## src/rtl/hdmi_timing_rx.sv

```systemverilog
// HDMI sink-side timing receiver: measures line/frame timing against expected values,
// declares lock after consecutive good frames and tags active pixels with x/y coordinates.
module hdmi_timing_rx #(
    parameter logic [11:0] EXP_H_TOTAL  = 12'd2200,
    parameter logic [11:0] EXP_H_ACTIVE = 12'd1920,
    parameter logic [11:0] EXP_V_TOTAL  = 12'd1125,
    parameter logic [11:0] EXP_V_ACTIVE = 12'd1080,
    parameter logic [2:0]  LOCK_FRAMES  = 3'd2
) (
    input  logic        clk,
    input  logic        rst,
    input  logic        h_sync,
    input  logic        v_sync,
    input  logic        data_en,
    input  logic [23:0] data,
    output logic        pixel_valid,
    output logic [23:0] pixel_data,
    output logic [11:0] pixel_x,
    output logic [11:0] pixel_y,
    output logic        frame_start,
    output logic        locked,
    output logic        timing_error,
    output logic [11:0] meas_h_total,
    output logic [11:0] meas_v_total
);

    typedef enum logic [1:0] {StSearch, StMeasure, StLocked} state_t;

    state_t      state_q;
    logic        hs_s1, vs_s1, de_s1;
    logic        hs_s2, vs_s2, de_s2;
    logic [23:0] data_s1;
    logic [11:0] hcnt_q, hact_q, vcnt_q, vact_q, px_q, py_q;
    logic        hovf_q;
    logic        lines_ok_q;
    logic        first_line_q;
    logic [2:0]  good_q;

    logic        h_rise, v_rise, de_rise, de_fall;
    logic [11:0] px_cur, py_cur, vcnt_tot;
    logic        line_chk, line_ok, line_bad, frame_ok;
    logic [2:0]  good_inc;

    always_comb begin
        h_rise   = hs_s1 & ~hs_s2;
        v_rise   = vs_s1 & ~vs_s2;
        de_rise  = de_s1 & ~de_s2;
        de_fall  = ~de_s1 & de_s2;
        px_cur   = de_rise ? 12'd0 : px_q;
        py_cur   = v_rise ? 12'd0 : py_q;
        // The h_rise coinciding with v_rise closes the last line of the ending frame.
        vcnt_tot = (h_rise && vcnt_q != 12'hfff) ? vcnt_q + 12'd1 : vcnt_q;
        // The first line after leaving search started before we were watching.
        line_chk = h_rise && (state_q != StSearch) && !first_line_q;
        line_ok  = (hcnt_q == EXP_H_TOTAL) && !hovf_q &&
                   ((hact_q == 12'd0) || (hact_q == EXP_H_ACTIVE));
        line_bad = line_chk && !line_ok;
        frame_ok = (vcnt_tot == EXP_V_TOTAL) && (vact_q == EXP_V_ACTIVE) &&
                   lines_ok_q && !line_bad;
        good_inc = good_q + 3'd1;
    end

    always_ff @(posedge clk or negedge rst) begin
        if (!rst) begin
            state_q      <= StSearch;
            hs_s1        <= 1'b0;
            vs_s1        <= 1'b0;
            de_s1        <= 1'b0;
            hs_s2        <= 1'b0;
            vs_s2        <= 1'b0;
            de_s2        <= 1'b0;
            data_s1      <= '0;
            hcnt_q       <= '0;
            hact_q       <= '0;
            vcnt_q       <= '0;
            vact_q       <= '0;
            px_q         <= '0;
            py_q         <= '0;
            hovf_q       <= 1'b0;
            lines_ok_q   <= 1'b0;
            first_line_q <= 1'b1;
            good_q       <= '0;
            pixel_valid  <= 1'b0;
            pixel_data   <= '0;
            pixel_x      <= '0;
            pixel_y      <= '0;
            frame_start  <= 1'b0;
            locked       <= 1'b0;
            timing_error <= 1'b0;
            meas_h_total <= '0;
            meas_v_total <= '0;
        end else begin
            hs_s1   <= h_sync;
            vs_s1   <= v_sync;
            de_s1   <= data_en;
            data_s1 <= data;
            hs_s2   <= hs_s1;
            vs_s2   <= vs_s1;
            de_s2   <= de_s1;

            pixel_valid <= de_s1;
            pixel_data  <= data_s1;
            pixel_x     <= px_cur;
            pixel_y     <= py_cur;
            frame_start <= de_s1 && (px_cur == 12'd0) && (py_cur == 12'd0);
            px_q        <= de_s1 ? px_cur + 12'd1 : px_cur;
            py_q        <= de_fall ? py_cur + 12'd1 : py_cur;

            if (h_rise) begin
                hcnt_q       <= 12'd1;
                hovf_q       <= 1'b0;
                hact_q       <= {11'd0, de_s1};
                meas_h_total <= hcnt_q;
            end else begin
                if (hcnt_q != 12'hfff) hcnt_q <= hcnt_q + 12'd1;
                else                   hovf_q <= 1'b1;
                if (de_s1 && hact_q != 12'hfff) hact_q <= hact_q + 12'd1;
            end

            if (v_rise) begin
                vcnt_q       <= 12'd0;
                vact_q       <= {11'd0, de_fall};
                meas_v_total <= vcnt_tot;
                lines_ok_q   <= 1'b1;
            end else begin
                vcnt_q <= vcnt_tot;
                if (de_fall && vact_q != 12'hfff) vact_q <= vact_q + 12'd1;
                if (line_bad) lines_ok_q <= 1'b0;
            end

            timing_error <= 1'b0;
            if (h_rise) first_line_q <= 1'b0;

            case (state_q)
                StSearch: begin
                    if (v_rise) begin
                        state_q      <= StMeasure;
                        good_q       <= 3'd0;
                        first_line_q <= ~h_rise;
                    end else begin
                        first_line_q <= 1'b1;
                    end
                end
                StMeasure: begin
                    if (v_rise) begin
                        if (frame_ok) begin
                            good_q <= good_inc;
                            if (good_inc == LOCK_FRAMES) begin
                                state_q <= StLocked;
                                locked  <= 1'b1;
                            end
                        end else begin
                            good_q       <= 3'd0;
                            timing_error <= 1'b1;
                        end
                    end
                end
                StLocked: begin
                    if (line_bad || (v_rise && !frame_ok)) begin
                        state_q      <= StMeasure;
                        locked       <= 1'b0;
                        good_q       <= 3'd0;
                        timing_error <= 1'b1;
                    end
                end
                default: state_q <= StSearch;
            endcase
        end
    end

endmodule

```

## config.mk

```make
export PLATFORM = sky130hd
export DESIGN_NAME = hdmi_timing_rx
export DESIGN_NICKNAME = d
export VERILOG_FILES = /design/src/rtl/hdmi_timing_rx.sv
export SDC_FILE = /design/constraint.sdc
export NUM_CORES = 1
export LEC_CHECK = 0
export CAP_MARGIN = 20
export CELL_PAD_IN_SITES_DETAIL_PLACEMENT = 1
export CELL_PAD_IN_SITES_GLOBAL_PLACEMENT = 1
export CORE_UTILIZATION = 30
export CTS_CLUSTER_SIZE = 8
export DETAILED_ROUTE_END_ITERATION = 10
export GPL_TIMING_DRIVEN = 0
export HOLD_SLACK_MARGIN = 0.08
export PLACE_DENSITY_LB_ADDON = 0.1
export SLEW_MARGIN = 20
export SYNTH_ARGS = -nofsm -noshare
export SYNTH_HDL_FRONTEND = slang
export SYNTH_SLANG_ARGS = --single-unit
```

## constraint.sdc

```tcl
create_clock -name clk -period 4.2 [get_ports clk]
set_clock_uncertainty 0.05 [all_clocks]
set_input_delay 1.05 -clock clk [delete_from_list [all_inputs] [get_ports clk]]
set_output_delay 1.05 -clock clk [all_outputs]
set_load 0.05 [all_outputs]
```

# After elaboration in Yosys (flattened, before gate mapping)
# Index checks and enable logic that the tools add are counted.
totals:
  ff_bits: 185
  input_bits: 29
  output_inout_bits: 76
  wordCells: 134
op_classes:
  n_addsub: 7
  n_eq_ne: 17
  n_mux: 39
  bitwise_logic: 9
  n_reduce_logical: 36
op_table:
  columns: ["op", "n"]
  rows:
  - ["12-bit two-way mux", 12]
  - ["12-bit by 1-bit adder with 12-bit output, second input constant", 6]
  - ["12-bit inequality test, second input constant", 4]
  - ["12-bit by 11-bit equality test with 1-bit output, second input constant", 3]
  - ["12-bit logical NOT", 3]
  - ["1-bit logical AND", 14]
  - ["1-bit two-way mux", 14]
  - ["2-bit nonzero test", 7]
  - ["12-bit equality test, second input constant", 1]
  - ["3-bit two-way mux", 4]
  - ["2-bit inequality test, second input constant", 6]
  - ["2-bit two-way mux", 5]
  - ["5-bit AND reduction", 2]
  - ["3-bit case mux with 3 select lines", 1]
  - ["2-bit case mux with 3 select lines", 1]
  - ["1-bit logical NOT", 5]
  - ["1-bit inverter", 5]
  - ["1-bit bitwise AND", 4]
  - ["1-bit case mux with 2 select lines", 2]
  - ["4-bit AND reduction", 1]
  - ["3-bit by 1-bit adder with 3-bit output, second input constant", 1]
  - ["3-bit by 2-bit equality test with 1-bit output, second input constant", 1]
  - ["3-bit nonzero test", 1]
  - ["2-bit by 1-bit equality test with 1-bit output, second input constant", 1]
  - ["other kinds (3)", 4]

# Depth between registers and ports, before layout
# Gate-level depths: netlist (run 1).
depth:
  ltp_word: 13
  mapped_depth: 14
  ltp_nobuf: 11

# Least setup slack after synthesis (run 1)
# Ideal clock, no wire load.
synth_timing:
  path_type: "flip-flop to flip-flop"
  startpoint: "register hcnt_q[0]"
  endpoint: "register good_q[1]"
  setup_time_ps: 77
  t_arrival_ps: 2397
  t_required_ps: 4073
  path_slack_ps: 1676
  stages_incl_launch_ff: 10
  synth_period_minus_slack_ps: 2524
  path_cell_list: "dfrtp_1 inv_1 ha_1 or4b_1 a211o_1 o21ai_4 nand4_4 nor4_4 or4b_1 o21ai_1"
synth_via:
  elab_chain_len: 12
synth_lines:
  columns: ["element", "line", "source"]
  rows:
  - ["start: declaration", "33", "logic [11:0] hcnt_q, hact_q, vcnt_q, vact_q, px_q, py_q;"]
  - ["start signal: assignment", "115", "if (hcnt_q != 12'hfff) hcnt_q <= hcnt_q + 12'd1;"]
  - ["12-bit equality test (*)", "55", "line_ok = (hcnt_q == EXP_H_TOTAL) && !hovf_q &&"]
  - ["1-bit logical AND (*) (2 in a row)", "55", null]
  - ["1-bit logical NOT (*)", "57", "line_bad = line_chk && !line_ok;"]
  - ["1-bit logical AND (*)", "57", null]
  - ["1-bit logical NOT", "59", "lines_ok_q && !line_bad;"]
  - ["1-bit logical AND", "59", null]
  - ["1-bit logical NOT", "159", "if (line_bad || (v_rise && !frame_ok)) begin"]
  - ["1-bit logical AND", "159", null]
  - ["1-bit logical OR", "159", null]
  - ["2-bit inequality test (no source line)", null, null]
  - ["4-bit AND reduction (no source line)", null, null]
  - ["end signal: assignment", "147", "good_q <= good_inc;"]
  - ["end: declaration", "37", "logic [2:0] good_q;"]
# Every way passes the cells marked *; elsewhere a longest branch is shown, timed or not. The select of a mux whose other input is x is not followed.
# A chain may end at the register's enable or synchronous reset.

# Final worst setup path (run 1)
layout_timing:
  startpoint: "register vs_s1"
  endpoint: "register py_q[10]"
layout_via:
  elab_chain_len: 4
layout_lines:
  columns: ["element", "line", "source"]
  rows:
  - ["start: declaration", "30", "logic hs_s1, vs_s1, de_s1;"]
  - ["start signal: assignment", "94", "vs_s1 <= v_sync;"]
  - ["1-bit bitwise AND", "46", "v_rise = vs_s1 & ~vs_s2;"]
  - ["12-bit two-way mux", "50", "py_cur = v_rise ? 12'd0 : py_q;"]
  - ["via py_cur[1]", "40", "logic [11:0] px_cur, py_cur, vcnt_tot;"]
  - ["12-bit by 1-bit adder with 12-bit output", "107", "py_q <= de_fall ? py_cur + 12'd1 : py_cur;"]
  - ["12-bit two-way mux", "107", null]
  - ["end signal: assignment", "107", null]
  - ["end: declaration", "33", null]
# The timed path passes the listed nets, and every way through them passes these cells.

==> results of run 1 <==
==> metrics by stage <==
step / setup TNS [ns] / hold slack [ns] / area (um^2) / cells / power, mW
final: 0 / 0.2987 / 9728 / 1142 / 4.452
after global routing: 0 / 0.3114 / 9728 / 1142 / 4.677
after CTS: 0 / 0.3048 / 9728 / 1142 / 4.535
after detailed placement: 0 / 0.2858 / 9101 / 1110 / 2.818
after global placement: -1060.56 / 0.2818 / 9041 / 1108 / 2.784
after floorplan: 0 / 0.2812 / 7595 / 680 / 2.512
==> metal layers <==
metal  vias up  global-route usage (%)
li1       2563                       -
met1      2724                   19.50
met2        69                   25.74
met3         9                   3.493
met4         0                   3.688
met5         -                       0
==> report_power, final <==
group	leakage [nW]	internal (mW)	switching [mW]
combinational	1.68	0.264	0.492
sequential	2.41	1.92	0.0991
clock	0.304	0.835	0.844
==> final timing paths <==
path                               endpoint  slack, ns  cells after the start
hold reg to reg               pixel_data[1]       0.30                      0
min in group asynchronous  meas_v_total[11]       0.48                      1
setup reg to reg                   py_q[10]       0.84                     14
setup / recovery                   py_q[10]       0.84                     14
hold / removal                pixel_data[1]       0.30                      0
max in group asynchronous      first_line_q       2.88                      2
==> cells by family after synthesis <==
| family | Yosys count | synth area share [%] |
|---|---|---|
| compound gates | 76 | 6.771 |
| mux | 7 | 0.9391 |
| simple gates | 292 | 20.02 |
| xor+xnor | 49 | 5.651 |
| fa+ha+maj | 16 | 2.636 |
| flops | 185 | 60.97 |
| buf+inv | 55 | 3.015 |
==> area by class of cell <==
| cell class | instances | area [um^2] |
|---|---|---|
| repair buffers | 106 | 1101 |
| inverters | 26 | 97.59 |
| plain buffers | 29 | 131.4 |
| well taps | 324 | 405.4 |
| clock inverters | 15 | 201.4 |
| fillers | 2674 | 14880 |
| clock buffers | 17 | 425.4 |
| multi-input cells | 440 | 2735 |
| flip-flops and latches | 185 | 4631 |
==> sequential cells by signal, summed over array words and instances (netlist names), 2 cells and up <==
name / count
pixel_data: 24
vcnt_q: 12
meas_h_total: 12
px_q: 12
vact_q: 12
py_q: 12
pixel_y: 12
pixel_x: 12
meas_v_total: 12
hact_q: 12
good_q: 3
hcnt_q: 12
state_q: 2
data_s1: 24
==> cells in the final DEF (no fill, tap or decap), types with 13 or more instances in the layout <==
cell type / instances
nand2_1: 89
nand3_1: 24
xnor2_1: 13
a21oi_1: 13
dfrtp_1: 184
clkbuf_1: 20
nand4_1: 22
nor2_1: 62
inv_1: 26
o21ai_0: 37
ha_1: 16
nor3_1: 15
clkdlybuf4s50_1: 103
xor2_1: 36
clkbuf_16: 17
==> results.yml, run 1 <==
detailed_routing:
  vias_per_cell: 4.698
  post-route-drc-count: 0
  wl_met3_um: 601
  met1_length_um: 8407
  wire_per_inst_um: 16.03
  first_pass_iters: 6
  drt-initial-drc-count: 146
  via_count: 5365
  wirelength_um: 18300
  highest_layer: "met4"
  dr_wl_met2_um: 9158
  ant_nets: 0
status:
  status: "complete, no violations"
logic_synthesis:
  yosysTopAreaCell: "dfrtp_1"
  syn_area_per_cell_um2: 11.17
  synth_cell_types: 61
  ys_seq_area_share_pct: 60.97
  yosys.area.top_type_share_pct: 60.63
  syn_area_mm2: 0.007595
  yosysWarnings: 0
  synth-edff-count: 0
  syn-num-nets: 725
  synthArstFlopShare_pct: 100.0
  synth_most_common_cell: "dfrtp_1"
  synth-seq-cells: 185
  synthCells: 680
  synth_flop_cell: "dfrtp_1"
  synth_commonest_cells: "dfrtp_1, nand2_1, nor2_1"
  ys_top_cells_by_area: "dfrtp_1, nand2_1, xor2_1"
clocking:
  cts_root_buffer: "clkbuf_16"
  cts_sinks: 185
  clk_latency_ns: 0.43
  ctsHtreeMaxLevel: 4
  cts_buffer_depth: 2
  cts_made_buffers: 17
  path_clk_slew_ns: 0.08
  cts_setup_buffers: 0
  cts_hold_buf: 0
  tritoncts: "yes"
  cts_resized: 0
power_and_ir_drop:
  pwr_density_cell_mw_per_mm2: 457.6
  ir_worst_vdd_mv: 0.2149
  leakagePower_nw: 4.393
die:
  initial_core_util_pct: 30.87
  core_area_mm2: 0.02460
  dieArea_mm2: 0.02596
  io_pins: 105
  rows: 57
  die_x_um: 161.1
  die_h_um: 161.1
timing:
  finalMaxSlewViolations: 0
  max_slew_margin_pct: 43.99
  rsz0062_at_grt: "no"
  final.setup.worst_slack_ns: 0.8418
  period_needed_ns: 3.358
  fin_crit_sh_pct: 79.96
  hold_viol: 0
  setup_violations: 0
  max_freq_mhz: 297.8
  worst_slew_pin_slew_ns: 0.8330
global_route:
  grt_usage_pct: 15.16
  grt_overflow: 0
  grt_pass1_wl_um: 31060
  grt_max_degree: 72
  grt_pass1_vias: 5831
  antenna_found_initial: 0
place:
  place_hpwl_um: 13170
  port_buffers: 104
  place_ws_ns: 0.8253
  globalplace.congestion: 0.7845
setup_path:
  crit_start: "vs_s1"
  crit_buf_inv: 4
  critPathRequiredTime_ns: 4.44
  rr_startpoint: "vs_s1"
  crit_arrival_ns: 3.60
  path_cells: "nand2b_1, clkbuf_1, buf_6, clkbuf_1, nand2_1, inv_1, ha_1, and2_1, nand4_1, nor2_1, and3_1, nand3_1, xor2_1, nor2_1"
  cp-end-kind: "flip-flop"
  crit_slowest_cell: "clkbuf_1"
  start_kind: "flip-flop"
  critical_path.max_stage_delay_ns: 0.47
  critPathKind: "flip-flop to flip-flop"
  path_delay_family: "buffers and inverters"
  critPathMaxFanout: 10
cells_and_area:
  drive_gt1_share_pct: 7.090
  post-route-util_pct: 39.54
  syn_to_final_growth_pct: 28.09
  final_nets: 850
  diodes: 0
min_path:
  hold_class: "flip-flop to flip-flop"
  min_from: "data_s1[1]"
job:
  drv_cap: 0
(Power assumes the default switching activity.)
==> run 2, diff against run 1 <==
clock period = 3.2 ns   (was 4.2 ns; I/O delays follow)
==> run 2 against run 1 <==
  * Worst setup slack worse by 0.64 ns
  * Sequential share of layout area about the same
  * Core utilization hardly changed
  * First-iteration DRC count fell by 2.7%
  * Routed wire length decreased by 0.25%
  * Register-to-register slack lost 0.64 ns
  * Clock power is 31% higher
  * Cell count is essentially flat
  * Critical endpoint is now good_q[1]
==> results.yml, run 2 (synthesis gave the netlist of run 1 again) <==
die:
  initial_core_util_pct: 30.87
  io_pins: 105
  die_x_um: 161.1
  rows: 57
  dieArea_mm2: 0.02596
  core_area_mm2: 0.02460
  die_h_um: 161.1
timing:
  hold_viol: 0
  worst_slew_pin_slew_ns: 0.8331
  setup_violations: 0
  rsz0062_at_grt: "no"
  fin_crit_sh_pct: 93.81
  max_freq_mhz: 333.1
  holdWs_ns: 0.2336
  max_slew_margin_pct: 43.98
  period_needed_ns: 3.002
  finalMaxSlewViolations: 0
  final.setup.worst_slack_ns: 0.1979
place:
  place_hpwl_um: 13170
  place_ws_ns: -0.1747
  globalplace.congestion: 0.7845
  port_buffers: 104
  dp.cells: 1110
setup_path:
  crit_slowest_cell: "dfrtp_1"
  critPathMaxFanout: 6
  cp-end-kind: "flip-flop"
  start_kind: "flip-flop"
  path_cells: "nand4b_1, nor3_1, mux2i_1, o2111ai_2, nor4_4, or4b_1, o21ai_1"
  path_delay_family: "simple AND/OR/NAND/NOR gates"
  crit_buf_inv: 0
  critical_path.max_stage_delay_ns: 0.48
  critPathKind: "flip-flop to flip-flop"
  critPathRequiredTime_ns: 3.50
  crit_arrival_ns: 3.30
clocking:
  cts_root_buffer: "clkbuf_16"
  ctsHtreeMaxLevel: 4
  cts_setup_buffers: 0
  cts_buffer_depth: 2
  path_clk_slew_ns: 0.08
  cts_made_buffers: 17
  clk_latency_ns: 0.43
  tritoncts: "yes"
  cts_sinks: 185
detailed_routing:
  drt-initial-drc-count: 142
  post-route-drc-count: 0
  ant_nets: 0
  vias_per_cell: 4.697
  wirelength_um: 18260
  wire_per_inst_um: 16.00
  first_pass_iters: 4
  via_count: 5359
power_and_ir_drop:
  leakagePower_nw: 4.391
  pwr_density_cell_mw_per_mm2: 600.5
  power_mw: 5.839
  ir_worst_vdd_mv: 0.2820
status:
  status: "complete, no violations"
global_route:
  grt_max_degree: 72
  grt_pass1_wl_um: 30980
  grt_pass1_vias: 5823
  grt_overflow: 0
  antenna_found_initial: 0
  grt_usage_pct: 15.09
job:
  drv_cap: 0
cells_and_area:
  final_common_cell: "dfrtp_1"
  final_nets: 849
  post-route-util_pct: 39.52
  syn_to_final_growth_pct: 28.04
  diodes: 0
  drive_gt1_share_pct: 7.099
  final_cell_mix: "dfrtp_1, clkdlybuf4s50_1, nand2_1, nor2_1, o21ai_0"
  reg_top3: "data_s1: 24 flops, pixel_data: 24 flops"
  stdcell_count: 1141
min_path:
  hold_class: "input port to asynchronous set/reset pin"
run 2: worst paths after layout:
check | start | to | slack (ns) | cells after the start
max | vcnt_q[0] | good_q[1] | 0.20 | 7
min | rst | meas_v_total[11] | 0.23 | 1
max reg2reg | vcnt_q[0] | good_q[1] | 0.20 | 7
min reg2reg | data_s1[1] | pixel_data[1] | 0.30 | 0
max in group asynchronous | rst | first_line_q | 2.13 | 2
min in group clk | data_s1[1] | pixel_data[1] | 0.30 | 0
run 2: routing by layer:
layer	wire length [um]	vias up	part of all wire, %	GRT usage [%]
met5	0	-	0	0
met4	133	0	0.73	3.688
met3	611	8	3.3	3.493
met2	9108	71	50	25.53
met1	8403	2715	46	19.48
li1	-	2565	-	-
run 2: what timing repair did:
action	4_1_cts	5_1_grt
hold buffers	0	0
gates resized for setup	0	0
endpoints found under the setup margin	2	0
endpoints found under the hold margin	0	0
run 2: metrics by stage:
| stage | TNS [ns] | cell area [um^2] |
|---|---|---|
| after floorplan | 0 | 7595 |
| after global placement | -1199.46 | 9041 |
| after detailed placement | -0.1747 | 9101 |
| after CTS | 0 | 9724 |
| after global routing | 0 | 9724 |
| final | 0 | 9724 |
run 2: area by class of cell:
type,count,area [um^2]
Clock inverter,15,201.4
Tap cell,324,405.4
Clock buffer,17,425.4
Inverter,26,97.59
Sequential cell,185,4631
Multi-Input combinational cell,440,2735
Fill cell,2674,14880
Buffer,28,127.6
Timing Repair Buffer,106,1101
run 2: power breakdown:
part	internal [mW]	leakage, nW	switching [mW]
clock	1.10	0.304	1.10
sequential	2.52	2.41	0.130
combinational	0.346	1.68	0.646
==> run 3, diff against run 2 <==
PLACE_DENSITY = 0.55   (was not set)
PLACE_DENSITY_LB_ADDON = not set   (was 0.1)
==> run 3 against run 2 <==
  * Combinational power decreased by 0.6%
  * Die area unchanged
  * Critical path type unchanged
  * Via count increased by 0.49%
  * Core utilization about the same
  * Routed wire length increased by 1.0%
  * Critical endpoint unchanged
  * Register-to-register slack about the same
  * Largest cell class unchanged
  * Clock power about the same
==> results.yml, run 3 (synthesis gave the netlist of run 1 again) <==
status:
  status: "complete, no violations"
clocking:
  cts_hold_buf: 0
  cts_made_buffers: 17
  clk_latency_ns: 0.44
  tritoncts: "yes"
  path_clk_slew_ns: 0.08
  cts_buffer_depth: 2
  cts_root_buffer: "clkbuf_16"
  ctsHtreeMaxLevel: 4
  cts_sinks: 185
detailed_routing:
  drt-initial-drc-count: 204
  post-route-drc-count: 0
  wirelength_um: 18440
  vias_per_cell: 4.720
  first_pass_iters: 4
  wire_per_inst_um: 16.16
  via_count: 5385
  ant_nets: 0
setup_path:
  start_kind: "flip-flop"
  crit_slowest_cell: "dfrtp_1"
  cp-end-kind: "flip-flop"
  critPathRequiredTime_ns: 3.51
  path_delay_family: "simple AND/OR/NAND/NOR gates"
  critPathKind: "flip-flop to flip-flop"
  crit_arrival_ns: 3.31
  critical_path.max_stage_delay_ns: 0.48
  crit_buf_inv: 0
  path_cells: "nand4b_1, nor3_1, mux2i_1, o2111ai_2, nor4_4, or4b_1, o21ai_1"
  critPathMaxFanout: 6
global_route:
  grt_usage_pct: 15.17
  grt_max_degree: 67
  grt_overflow: 0
  grt_pass1_vias: 5942
  antenna_found_initial: 0
  grt_pass1_wl_um: 31230
cells_and_area:
  multi_input_area_mm2: 0.002735
  final_nets: 849
  seq_area_mm2: 0.004631
  final_common_cell: "dfrtp_1"
  fillers: 2695
  post-route-util_pct: 39.52
  final_cell_mix: "dfrtp_1, clkdlybuf4s50_1, nand2_1, nor2_1, o21ai_0"
  syn_to_final_growth_pct: 28.02
  diodes: 0
  drive_gt1_share_pct: 7.099
  reg_top3: "data_s1: 24 flops, pixel_data: 24 flops"
timing:
  hold_viol: 0
  worst_slew_pin_slew_ns: 0.8792
  final.setup.worst_slack_ns: 0.1966
  finalSetupTns_ns: 0
  max_slew_margin_pct: 40.89
  period_needed_ns: 3.003
  rsz0062_at_grt: "no"
  setup_violations: 0
  finalMaxSlewViolations: 0
  fin_crit_sh_pct: 93.86
  max_freq_mhz: 333.0
die:
  rows: 57
  io_pins: 105
  core_area_mm2: 0.02460
  initial_core_util_pct: 30.87
  die_x_um: 161.1
  die_h_um: 161.1
  dieArea_mm2: 0.02596
power_and_ir_drop:
  p_int_mw: 4.001
  sw_frac_of_total_pct: 31.50
  ir_worst_vdd_mv: 0.2795
  seqPwrFrac_pct: 45.4
  leakagePower_nw: 4.391
  combPwrFrac_pct: 16.9
  power_mw: 5.841
  p_sw_mw: 1.840
  pwr-share-clk_pct: 37.7
  pwr_density_cell_mw_per_mm2: 600.7
job:
  drv_cap: 0
place:
  port_buffers: 104
  globalplace.congestion: 0.7926
  place_hpwl_um: 13180
  place_ws_ns: -0.08155
min_path:
  hold_class: "input port to asynchronous set/reset pin"
==> run 3: cell count changes in the layout (fill, tap and decap cells not counted) <==
cell | before | now
inv_12 | 5 | 0
clkinv_4 | 0 | 2
bufinv_16 | 0 | 1
clkinv_8 | 3 | 5
==> run 3: metal layers <==
metal	wire, um	track usage, %	vias to the layer above
li1	-	-	2561
met1	8458	19.45	2751
met2	9315	25.59	56
met3	416	2.902	17
met4	254	5.189	0
met5	0	0	-
==> run 3: timing repair <==
item / 4_1_cts / 5_1_grt
buffers inserted: 0 / 0
gates resized for setup: 0 / 0
setup endpoints to repair: 1 / 0
==> run 3: through the flow <==
stage	hold slack (ns)	instance area, um^2	instances
after detailed placement	0.2858	9101	1110
after floorplan	0.2812	7595	680
final	0.2235	9723	1141
after CTS	0.2518	9723	1141
after global placement	0.2812	9041	1108
after global routing	0.2470	9723	1141
==> run 3: path summary, 6_finish.rpt <==
kind | from | endpoint | slack, ns | cells past startpoint
max | vcnt_q[0] | good_q[1] | 0.20 | 7
min | rst | pixel_data[8] | 0.22 | 1
max reg2reg | vcnt_q[0] | good_q[1] | 0.20 | 7
min reg2reg | data_s1[16] | pixel_data[16] | 0.30 | 0
max in group asynchronous | rst | px_q[3] | 1.85 | 3
min in group clk | data_s1[16] | pixel_data[16] | 0.30 | 0
==> run 3: layout make-up <==
cell class | instances | share of cell area [%]
well taps | 324 | 4.169
inverters | 26 | 1.004
clock inverters | 15 | 2.059
plain buffers | 28 | 1.313
repair buffers | 106 | 11.32
flip-flops and latches | 185 | 47.63
multi-input cells | 440 | 28.13
clock buffers | 17 | 4.375
==> run 3: power by group through the flow <==
stage / Sequential, mW / Combinational [mW] / Clock (mW)
after floorplan: 2.91 / 0.389 / 0
after global placement: 2.68 / 0.960 / 0
after detailed placement: 2.70 / 1.00 / 0
after CTS: 2.65 / 1.01 / 2.27
after global routing: 2.68 / 1.09 / 2.36
final: 2.65 / 0.986 / 2.20
